===== config.mk =====
export PLATFORM = sky130hd
export DESIGN_NAME = iic_reg_slave
export DESIGN_NICKNAME = d
export VERILOG_FILES = /design/src/rtl/iic_reg_slave_pkg.sv /design/src/rtl/iic_reg_slave_line_filter.sv /design/src/rtl/iic_reg_slave.sv
export SDC_FILE = /design/constraint.sdc
export NUM_CORES = 1
export LEC_CHECK = 0
export BUFFER_PORTS_ARGS = -buffer_cell sky130_fd_sc_hd__clkbuf_2
export CORE_AREA = 2 2 124 216
export DETAILED_ROUTE_END_ITERATION = 8
export DIE_AREA = 0 0 126 218
export HOLD_SLACK_MARGIN = 0.05
export SKIP_CTS_REPAIR_TIMING = 1
export SKIP_LAST_GASP = 1
export SYNTH_ARGS = -nofsm -noshare
export SYNTH_HDL_FRONTEND = slang
export SYNTH_HIERARCHICAL = 1
export SYNTH_SLANG_ARGS = --single-unit

===== constraint.sdc =====
create_clock -name i_clk -period 10.01 [get_ports i_clk]
set_clock_uncertainty 0.05 [all_clocks]
set_input_delay 0.5005 -clock i_clk [delete_from_list [all_inputs] [get_ports i_clk]]
set_output_delay 0.5005 -clock i_clk [all_outputs]
set_load 0.005 [all_outputs]

===== src/rtl/iic_reg_slave_pkg.sv =====
// rtl/iic_reg_slave_pkg.sv - shared types and constants for the IIC register slave
// Purpose: FSM state enumeration, register window size and default device address.
// Ports: none (package).
package iic_reg_slave_pkg;

  typedef enum logic [3:0] {
    S_IDLE,
    S_DEV_ADDR,
    S_ACK_DEV,
    S_ADDR_H,
    S_ACK_H,
    S_ADDR_L,
    S_ACK_L,
    S_WR_DATA,
    S_ACK_WR,
    S_RD_DATA,
    S_RD_ACK
  } state_e;

  localparam int         WIN_SIZE       = 16;
  localparam logic [6:0] DEF_SLAVE_ADDR = 7'h36;

endpackage


===== src/rtl/iic_reg_slave_line_filter.sv =====
// rtl/iic_reg_slave_line_filter.sv - synchroniser, glitch filter and edge flags for one IIC line
// Purpose: resynchronise an asynchronous bus line and accept a new level only after
//          FILT_LEN equal consecutive samples (FILT_LEN must be at least 2).
// Ports:   i_clk, i_rst (async, active-low), i_line (raw line),
//          o_level (filtered level), o_rise/o_fall (one-cycle flags, valid the
//          cycle before o_level takes the new value).
module iic_line_filter #(
  parameter int FILT_LEN = 3
) (
  input  logic i_clk,
  input  logic i_rst,
  input  logic i_line,
  output logic o_level,
  output logic o_rise,
  output logic o_fall
);

  logic [1:0]          sync_q;
  logic [FILT_LEN-1:0] hist_q;
  logic                level_q;
  logic                level_d;

  // Released bus level is 1, so everything resets high.
  always_ff @(posedge i_clk or negedge i_rst) begin
    if (!i_rst) begin
      sync_q  <= 2'b11;
      hist_q  <= '1;
      level_q <= 1'b1;
    end else begin
      sync_q  <= {sync_q[0], i_line};
      hist_q  <= {hist_q[FILT_LEN-2:0], sync_q[1]};
      level_q <= level_d;
    end
  end

  always_comb begin
    level_d = level_q;
    if (&hist_q)       level_d = 1'b1;
    else if (~|hist_q) level_d = 1'b0;
  end

  assign o_level = level_q;
  assign o_rise  = level_d & ~level_q;
  assign o_fall  = ~level_d & level_q;

endmodule


===== src/rtl/iic_reg_slave.sv =====
// rtl/iic_reg_slave.sv - IIC slave exposing a 16-entry register window
// Purpose: 7-bit addressed IIC slave with 16-bit register pointer, write strobes
//          and burst reads; entry 15 of the window reads back i_number.
// Ports:   i_clk, i_rst (async, active-low), i_iic_scl, i_iic_sda (bus inputs),
//          o_sda_dir/o_iic_sda (open-drain pull-down), i_number (read-only digit),
//          o_reg_wr/o_reg_addr/o_reg_data (write strobe + last write), o_busy.
module iic_reg_slave
  import iic_reg_slave_pkg::*;
#(
  parameter logic [6:0]  SLAVE_ADDR = DEF_SLAVE_ADDR,
  parameter logic [15:0] REG_BASE   = 16'h0100,
  parameter int          FILT_LEN   = 3
) (
  input  logic        i_clk,
  input  logic        i_rst,
  input  logic        i_iic_scl,
  input  logic        i_iic_sda,
  output logic        o_sda_dir,
  output logic        o_iic_sda,
  input  logic [3:0]  i_number,
  output logic        o_reg_wr,
  output logic [15:0] o_reg_addr,
  output logic [7:0]  o_reg_data,
  output logic        o_busy
);

  logic scl_lvl, scl_rise, scl_fall;
  logic sda_lvl, sda_rise, sda_fall;

  iic_line_filter #(.FILT_LEN(FILT_LEN)) u_scl_filt (
    .i_clk(i_clk), .i_rst(i_rst), .i_line(i_iic_scl),
    .o_level(scl_lvl), .o_rise(scl_rise), .o_fall(scl_fall)
  );

  iic_line_filter #(.FILT_LEN(FILT_LEN)) u_sda_filt (
    .i_clk(i_clk), .i_rst(i_rst), .i_line(i_iic_sda),
    .o_level(sda_lvl), .o_rise(sda_rise), .o_fall(sda_fall)
  );

  state_e      state_q, state_d;
  logic [3:0]  bit_cnt_q, bit_cnt_d;
  logic [7:0]  shift_q, shift_d;
  logic [15:0] ptr_q, ptr_d;
  logic [7:0]  addr_h_q, addr_h_d;
  logic        rw_q, rw_d;
  logic        sda_dir_q, sda_dir_d;
  logic        reg_wr_q, reg_wr_d;
  logic [15:0] reg_addr_q, reg_addr_d;
  logic [7:0]  reg_data_q, reg_data_d;
  logic        busy_q, busy_d;
  logic [7:0]  regfile_q [WIN_SIZE];
  logic [7:0]  regfile_d [WIN_SIZE];
  logic [7:0]  rd_nxt;

  wire start_det = sda_fall & scl_lvl;
  wire stop_det  = sda_rise & scl_lvl;

  // Read value at pointer p; i_number is sampled here, i.e. once per byte load.
  function automatic logic [7:0] rd_byte(input logic [15:0] p);
    if (p[15:4] != REG_BASE[15:4]) return 8'h00;
    if (p[3:0] == 4'hF)            return {4'h0, i_number};
    return regfile_q[p[3:0]];
  endfunction

  always_ff @(posedge i_clk or negedge i_rst) begin
    if (!i_rst) begin
      state_q    <= S_IDLE;
      bit_cnt_q  <= '0;
      shift_q    <= '0;
      ptr_q      <= '0;
      addr_h_q   <= '0;
      rw_q       <= 1'b0;
      sda_dir_q  <= 1'b0;
      reg_wr_q   <= 1'b0;
      reg_addr_q <= '0;
      reg_data_q <= '0;
      busy_q     <= 1'b0;
      for (int i = 0; i < WIN_SIZE; i++) regfile_q[i] <= '0;
    end else begin
      state_q    <= state_d;
      bit_cnt_q  <= bit_cnt_d;
      shift_q    <= shift_d;
      ptr_q      <= ptr_d;
      addr_h_q   <= addr_h_d;
      rw_q       <= rw_d;
      sda_dir_q  <= sda_dir_d;
      reg_wr_q   <= reg_wr_d;
      reg_addr_q <= reg_addr_d;
      reg_data_q <= reg_data_d;
      busy_q     <= busy_d;
      regfile_q  <= regfile_d;
    end
  end

  always_comb begin
    state_d    = state_q;
    bit_cnt_d  = bit_cnt_q;
    shift_d    = shift_q;
    ptr_d      = ptr_q;
    addr_h_d   = addr_h_q;
    rw_d       = rw_q;
    sda_dir_d  = sda_dir_q;
    reg_wr_d   = 1'b0;
    reg_addr_d = reg_addr_q;
    reg_data_d = reg_data_q;
    busy_d     = busy_q;
    regfile_d  = regfile_q;
    rd_nxt     = 8'h00;

    if (start_det) begin
      state_d   = S_DEV_ADDR;
      bit_cnt_d = '0;
      sda_dir_d = 1'b0;
      busy_d    = 1'b1;
    end else if (stop_det) begin
      state_d   = S_IDLE;
      sda_dir_d = 1'b0;
      busy_d    = 1'b0;
    end else begin
      case (state_q)
        S_DEV_ADDR, S_ADDR_H, S_ADDR_L, S_WR_DATA: begin
          if (scl_rise && bit_cnt_q != 4'd8) begin
            shift_d   = {shift_q[6:0], sda_lvl};
            bit_cnt_d = bit_cnt_q + 4'd1;
          end else if (scl_fall && bit_cnt_q == 4'd8) begin
            // Eighth SCL fall: byte complete, pull SDA low for the ACK slot.
            bit_cnt_d = '0;
            sda_dir_d = 1'b1;
            case (state_q)
              S_DEV_ADDR: begin
                if (shift_q[7:1] == SLAVE_ADDR) begin
                  rw_d    = shift_q[0];
                  state_d = S_ACK_DEV;
                end else begin
                  sda_dir_d = 1'b0;
                  state_d   = S_IDLE;
                end
              end
              S_ADDR_H: begin
                addr_h_d = shift_q;
                state_d  = S_ACK_H;
              end
              S_ADDR_L: begin
                ptr_d   = {addr_h_q, shift_q};
                state_d = S_ACK_L;
              end
              default: begin
                state_d    = S_ACK_WR;
                reg_wr_d   = 1'b1;
                reg_addr_d = ptr_q;
                reg_data_d = shift_q;
                if (ptr_q[15:4] == REG_BASE[15:4] && ptr_q[3:0] != 4'hF)
                  regfile_d[ptr_q[3:0]] = shift_q;
                ptr_d = ptr_q + 16'd1;
              end
            endcase
          end
        end
        S_ACK_DEV, S_ACK_H, S_ACK_L, S_ACK_WR: begin
          if (scl_fall) begin
            sda_dir_d = 1'b0;
            bit_cnt_d = '0;
            case (state_q)
              S_ACK_DEV: begin
                if (rw_q) begin
                  rd_nxt    = rd_byte(ptr_q);
                  shift_d   = rd_nxt;
                  sda_dir_d = ~rd_nxt[7];
                  state_d   = S_RD_DATA;
                end else begin
                  state_d = S_ADDR_H;
                end
              end
              S_ACK_H: state_d = S_ADDR_L;
              default: state_d = S_WR_DATA;
            endcase
          end
        end
        S_RD_DATA: begin
          // MSB was put on the bus at load; each fall presents the next bit.
          if (scl_fall) begin
            if (bit_cnt_q == 4'd7) begin
              sda_dir_d = 1'b0;
              bit_cnt_d = '0;
              state_d   = S_RD_ACK;
            end else begin
              shift_d   = {shift_q[6:0], 1'b0};
              bit_cnt_d = bit_cnt_q + 4'd1;
              sda_dir_d = ~shift_q[6];
            end
          end
        end
        S_RD_ACK: begin
          if (scl_rise && sda_lvl) begin
            state_d = S_IDLE;
          end else if (scl_fall) begin
            ptr_d     = ptr_q + 16'd1;
            rd_nxt    = rd_byte(ptr_q + 16'd1);
            shift_d   = rd_nxt;
            sda_dir_d = ~rd_nxt[7];
            bit_cnt_d = '0;
            state_d   = S_RD_DATA;
          end
        end
        default: ;
      endcase
    end
  end

  assign o_sda_dir  = sda_dir_q;
  assign o_iic_sda  = 1'b0;
  assign o_reg_wr   = reg_wr_q;
  assign o_reg_addr = reg_addr_q;
  assign o_reg_data = reg_data_q;
  assign o_busy     = busy_q;

endmodule


# [Word level (Yosys, flattened, before mapping)]
# Index checks and enable logic that the tools add are counted.
[word_totals] ff_bits=208 latchBits=0 ramBits=0 mem_bits_ro=0 in_bits=8 out_inout_bits=28 elab_cells=247 n_memories=0
[op_classes] n_addsub=2 multipliers=0 n_div=0 n_lt_le_gt_ge=3 n_eq_ne=43 shifts=0 muxes=120 bitwise=19 reduce_logical=27
[op_table] cell="$mux W8" count=32
[op_table] cell="$bwmux W128" count=1
[op_table] cell="$mux W4" count=18
[op_table] cell="$bmux W8 S4" count=2
[op_table] cell="$mux W16" count=4
[op_table] cell="$pmux W16 S2" count=2
[op_table] cell="$mux W1" count=53
[op_table] cell="$ne A4 B4 Y1 const B" count=10
[op_table] cell="$demux W8 S4" count=1
[op_table] cell="$pmux W4 S4" count=2
[op_table] cell="$pmux W8 S4" count=1
[op_table] cell="$reduce_and A7 Y1" count=4
[op_table] cell="$eq A4 B4 Y1 const B" count=6
[op_table] cell="$ne A12 B5 Y1 const B" count=2
[op_table] cell="$ne A2 B2 Y1 const B" count=12
[op_table] cell="$eq A4 B3 Y1 const B" count=5
[op_table] cell="$add A16 B1 Y16 const B" count=1
[op_table] cell="$eq A12 B5 Y1 const B" count=1
[op_table] cell="$pmux W4 S3" count=1
[op_table] cell="$reduce_and A6 Y1" count=2
[op_table] cell="$not A1 Y1" count=11
[op_table] cell="$reduce_and A11 Y1" count=1
[op_table] cell="$ge A5 B5 Y1 const B" count=2
[op_table] cell="$not A4 Y5" count=2
[op_table] cell="22 further kinds" count=38

# [Depth between registers and ports, before layout]
[logic_depth] ltp_word=31 ltp_mapped=14 depth_no_buf=8

# [Cells and area by module]
# Netlist, hierarchy kept.
[modules_own_cells] mod="iic_reg_slave" n_inst=1 cells_each=911 area_each_um2=10969.3 seq_area_each_um2=4904.7
[modules_own_cells] mod="iic_line_filter" n_inst=2 cells_each=13 area_each_um2=205.2 seq_area_each_um2=157.7

# [Worst setup path before layout]
# No wires, ideal clock.
[synth_path] kind="reg2reg" start="register ptr_q[1]" end="register shift_q[1]" setup_time_ns=0.126 arrival_ns=3.349 required_time_ns=9.834 setup_slack_ns=6.485 stages_incl_launch_ff=15 n_path_buf=6 synth_period_minus_slack_ns=3.525 path_cell_list="dfrtp_1 > clkbuf_2 > buf_2 > clkbuf_1 > inv_1 > ha_1 > buf_2 > buf_2 > clkbuf_1 > mux4_2 > mux2i_1 > a21oi_1 > o21ai_0 > nor4_1 > o32a_1"
[synth_between] elab_chain_cells=21 elab_cells_between_ends=56 cone_classes="add/sub (1); eq/ne (3); mux (50); bitwise (2)"
[synth_rtl] item="start: declaration" line="iic_reg_slave.sv:43" rtl="logic [15:0] ptr_q, ptr_d;"
[synth_rtl] item="start signal: assignment" line="iic_reg_slave.sv:83" rtl="ptr_q <= ptr_d;"
[synth_rtl] item="branches (longest 20 deep; another with $add A16 B1 Y16)"
[synth_rtl] item="$pmux W8 S4 (*)" line="iic_reg_slave.sv:120" rtl="case (state_q)"
[synth_rtl] item="end signal: assignment" line="iic_reg_slave.sv:82" rtl="shift_q <= shift_d;"
[synth_rtl] item="end: declaration" line="iic_reg_slave.sv:42" rtl="logic [7:0] shift_q, shift_d;"
# Every way passes the cells marked *. The select of a mux whose other input is x is not followed.
# A chain may end at the register's enable or synchronous reset.

# [Worst setup path after layout]
[layout_path] start="register ptr_q[0]" end="register shift_q[0]"
# The elaborated chain is that of the path after synthesis.

==> impl_metrics.tcl <==
set metrics [dict create \
    status "finished clean" \
    power.leakage_nw 5.593 \
    critPathLaunchType "register" \
    n_antenna_cell 0 \
    die-area_sq_um 27470 \
    grt_start_max_net_pins 90 \
    dp.cells 1227 \
    drv_cap 0 \
    relSlewSlack_pct 13.10 \
    cts_made_buffers 21 \
    tightest_slew_ns 1.294 \
    crit_arrival_ns 4.87 \
    nFillCells 2370 \
    via_per_inst 6.133 \
    first_global_vias 8048 \
    coreArea_sq_um 25760 \
    synth-async-reset-ratio_pct 100.0 \
    hold_path.class "register to register" \
    cp_max_fo 53 \
    finalSetupViolCount 0 \
    wl_um 30640 \
    post-route-min-period_ns 4.501 \
    drt_iter0_drc 657 \
    yosysUniqueCellTypes 75 \
    ir_worst_vdd_v 0.0001297 \
    multi_input_area_sq_um 5804 \
    hold_depth 0 \
    clkTransAtPathRegs_ns 0.07 \
    ctsHtreeMaxLevel 1 \
    critical_path_required_ns 10.38 \
    fin_crit_sh_pct 44.97 \
    layout_commonest_cell "dfrtp_1" \
    r2r_start "ptr_q[0]$_DFFE_PN0P_" \
    final_cells 1266 \
    ys_seq_elements 208 \
    clkLatencyLatePin_ns 0.52 \
    synth-edff-count 0 \
    clockBufferDepth 3 \
    wl_per_cell_um 24.20 \
    endpoint_kind "register" \
    synth_cells 937 \
    slew_violations 0 \
    ant_nets 0 \
    dieWidth_um 126 \
    cts_tree "yes" \
    worst-r2r-cell-count 8 \
    ys_dominant_reg_cell "dfrtp_1" \
    r2r_slack_ns 5.51 \
    netlist_area_sq_um 11380 \
    area_growth_pct 9.269 \
    syn_avg_cell_area_sq_um 12.14 \
    powerDensity_nw_per_um2 149.5 \
    hp-start "u_scl_filt/sync_q[0]$_DFF_PN1_" \
    dp_hpwl_um 20610 \
    hold_path_end "u_scl_filt/sync_q[1]$_DFF_PN1_" \
    finalHoldViolations 0 \
    antenna_found_initial 0 \
    cts_root_buf "clkbuf_16" \
    ys_seq_area_share_pct 45.87 \
    synthesis.nets 952 \
    clock_sinks 208 \
    place_congestion 0.8998 \
    final_core_util_pct 48.26 \
    reg2reg_to "shift_q[0]$_DFFE_PN0P_" \
    dr.pass1.iters 5 \
    critical_path_class "register to register" \
    die_height_um 218 \
    num_rows 78 \
    p_total_mw 1.859 \
    setup_tns_ns 0 \
    port-buffer-count 34 \
    num_io_pins 36 \
    fmax_mhz 222.2 \
    yosys_warnings 6 \
    start_util_pct 44.17 \
    via_count 7765 \
    fin_nets 948 \
    rsz0062_at_grt "no" \
    grtUsageTotal_pct 22.92 \
    drc 0 \
    grt-ovfl-total 0 \
    drive_gt1_share_pct 35.41 \
    layout_common_cells "194 x dfrtp_1, 141 x mux2_2, 100 x nand2_1" \
    grt_first_pass_wirelength_um 48490 \
    final-seq-area_sq_um 5225 \
]
worst max-delay path, cell delays in order (launching register included):
cell	delay [ns]
dfrtp_4	0.59
buf_4	0.70
ha_1	0.60
nand3_1	0.61
nor2_1	0.39
a22o_1	0.20
nand3_1	0.36
or4_1	0.63
a211oi_1	0.23
flip-flops by register name, summed over array words and instances, names as in the netlist, 4 cells and up:
register / flops
regfile_q: 128
o_reg_addr: 16
ptr_q: 16
addr_h_q: 8
o_reg_data: 8
shift_q: 8
bit_cnt_q: 4
state_q: 4
report_power, final:
part,total (mW),internal (mW),switching [mW],leakage (nW)
Clock,0.783,0.454,0.329,0.318
Sequential,0.998,0.861,0.137,2.84
Combinational,0.0790,0.0360,0.0430,2.43
worst max path at each step:
stage / startpoint / end
global placement: ptr_q[0]$_DFFE_PN0P_ / shift_q[0]$_DFFE_PN0P_
CTS: ptr_q[0]$_DFFE_PN0P_ / shift_q[0]$_DFFE_PN0P_
detailed placement: ptr_q[0]$_DFFE_PN0P_ / shift_q[0]$_DFFE_PN0P_
finish: ptr_q[0]$_DFFE_PN0P_ / shift_q[0]$_DFFE_PN0P_
global route: ptr_q[0]$_DFFE_PN0P_ / shift_q[0]$_DFFE_PN0P_
floorplan: ptr_q[1]$_DFFE_PN0P_ / shift_q[1]$_DFFE_PN0P_
cell type report:
cell class	instances	share of cell area, %
clock buffer	30	4.659
clock inverter	6	0.6842
inverter	13	0.3924
multi-input combinational	641	46.68
sequential	208	42.02
tap	320	3.220
timing repair buffer	48	2.345
Yosys cell counts, drive strengths merged, types with 9 or more instances:
master    n  area [sq um]
nand2   108         465.5
o22ai     9         56.30
buf      20         106.4
dfstp    12         315.3
nor2     29         111.4
nor3     10         87.58
nand2b   10         62.56
nand3    33         192.7
dfrtp   196          4905
a21oi    41         205.2
nand4    11         68.82
and3      9         56.30
mux4     64          1441
clkbuf   55         207.7
inv      13         48.80
o21ai    35         175.2
mux2    154          1764
mux2i    16         160.2
nor4     11         98.84
stage by stage:
step | cell area [sq um] | hold WS [ns] | worst slack [ns]
finish | 12430 | 0.3049 | 5.509
global route | 12430 | 0.3073 | 5.180
CTS | 12400 | 0.01412 | 5.477
detailed placement | 11740 | 0.2972 | 5.523
global placement | 11740 | 0.2974 | 5.524
floorplan | 11380 | 0.1549 | 6.485
layer usage:
metal	wire [um]	track usage (%)	vias to the layer above
met3	1125	1.865	77
met4	1504	10.66	0
met1	11280	26.67	3994
met5	0	0	-
met2	16730	42.38	232
li1	-	-	3462
logic make-up after synthesis:
| family | share of synthesized area (%) |
|---|---|
| compound gates | 7.576 |
| xor+xnor | 0.5388 |
| fa+ha+maj | 0.7696 |
| buf+inv | 3.189 |
| flops | 45.87 |
| mux | 29.58 |
| other cells | 0.03295 |
| simple gates | 12.45 |
No activity file was read; power rests on OpenSTA's default activity.
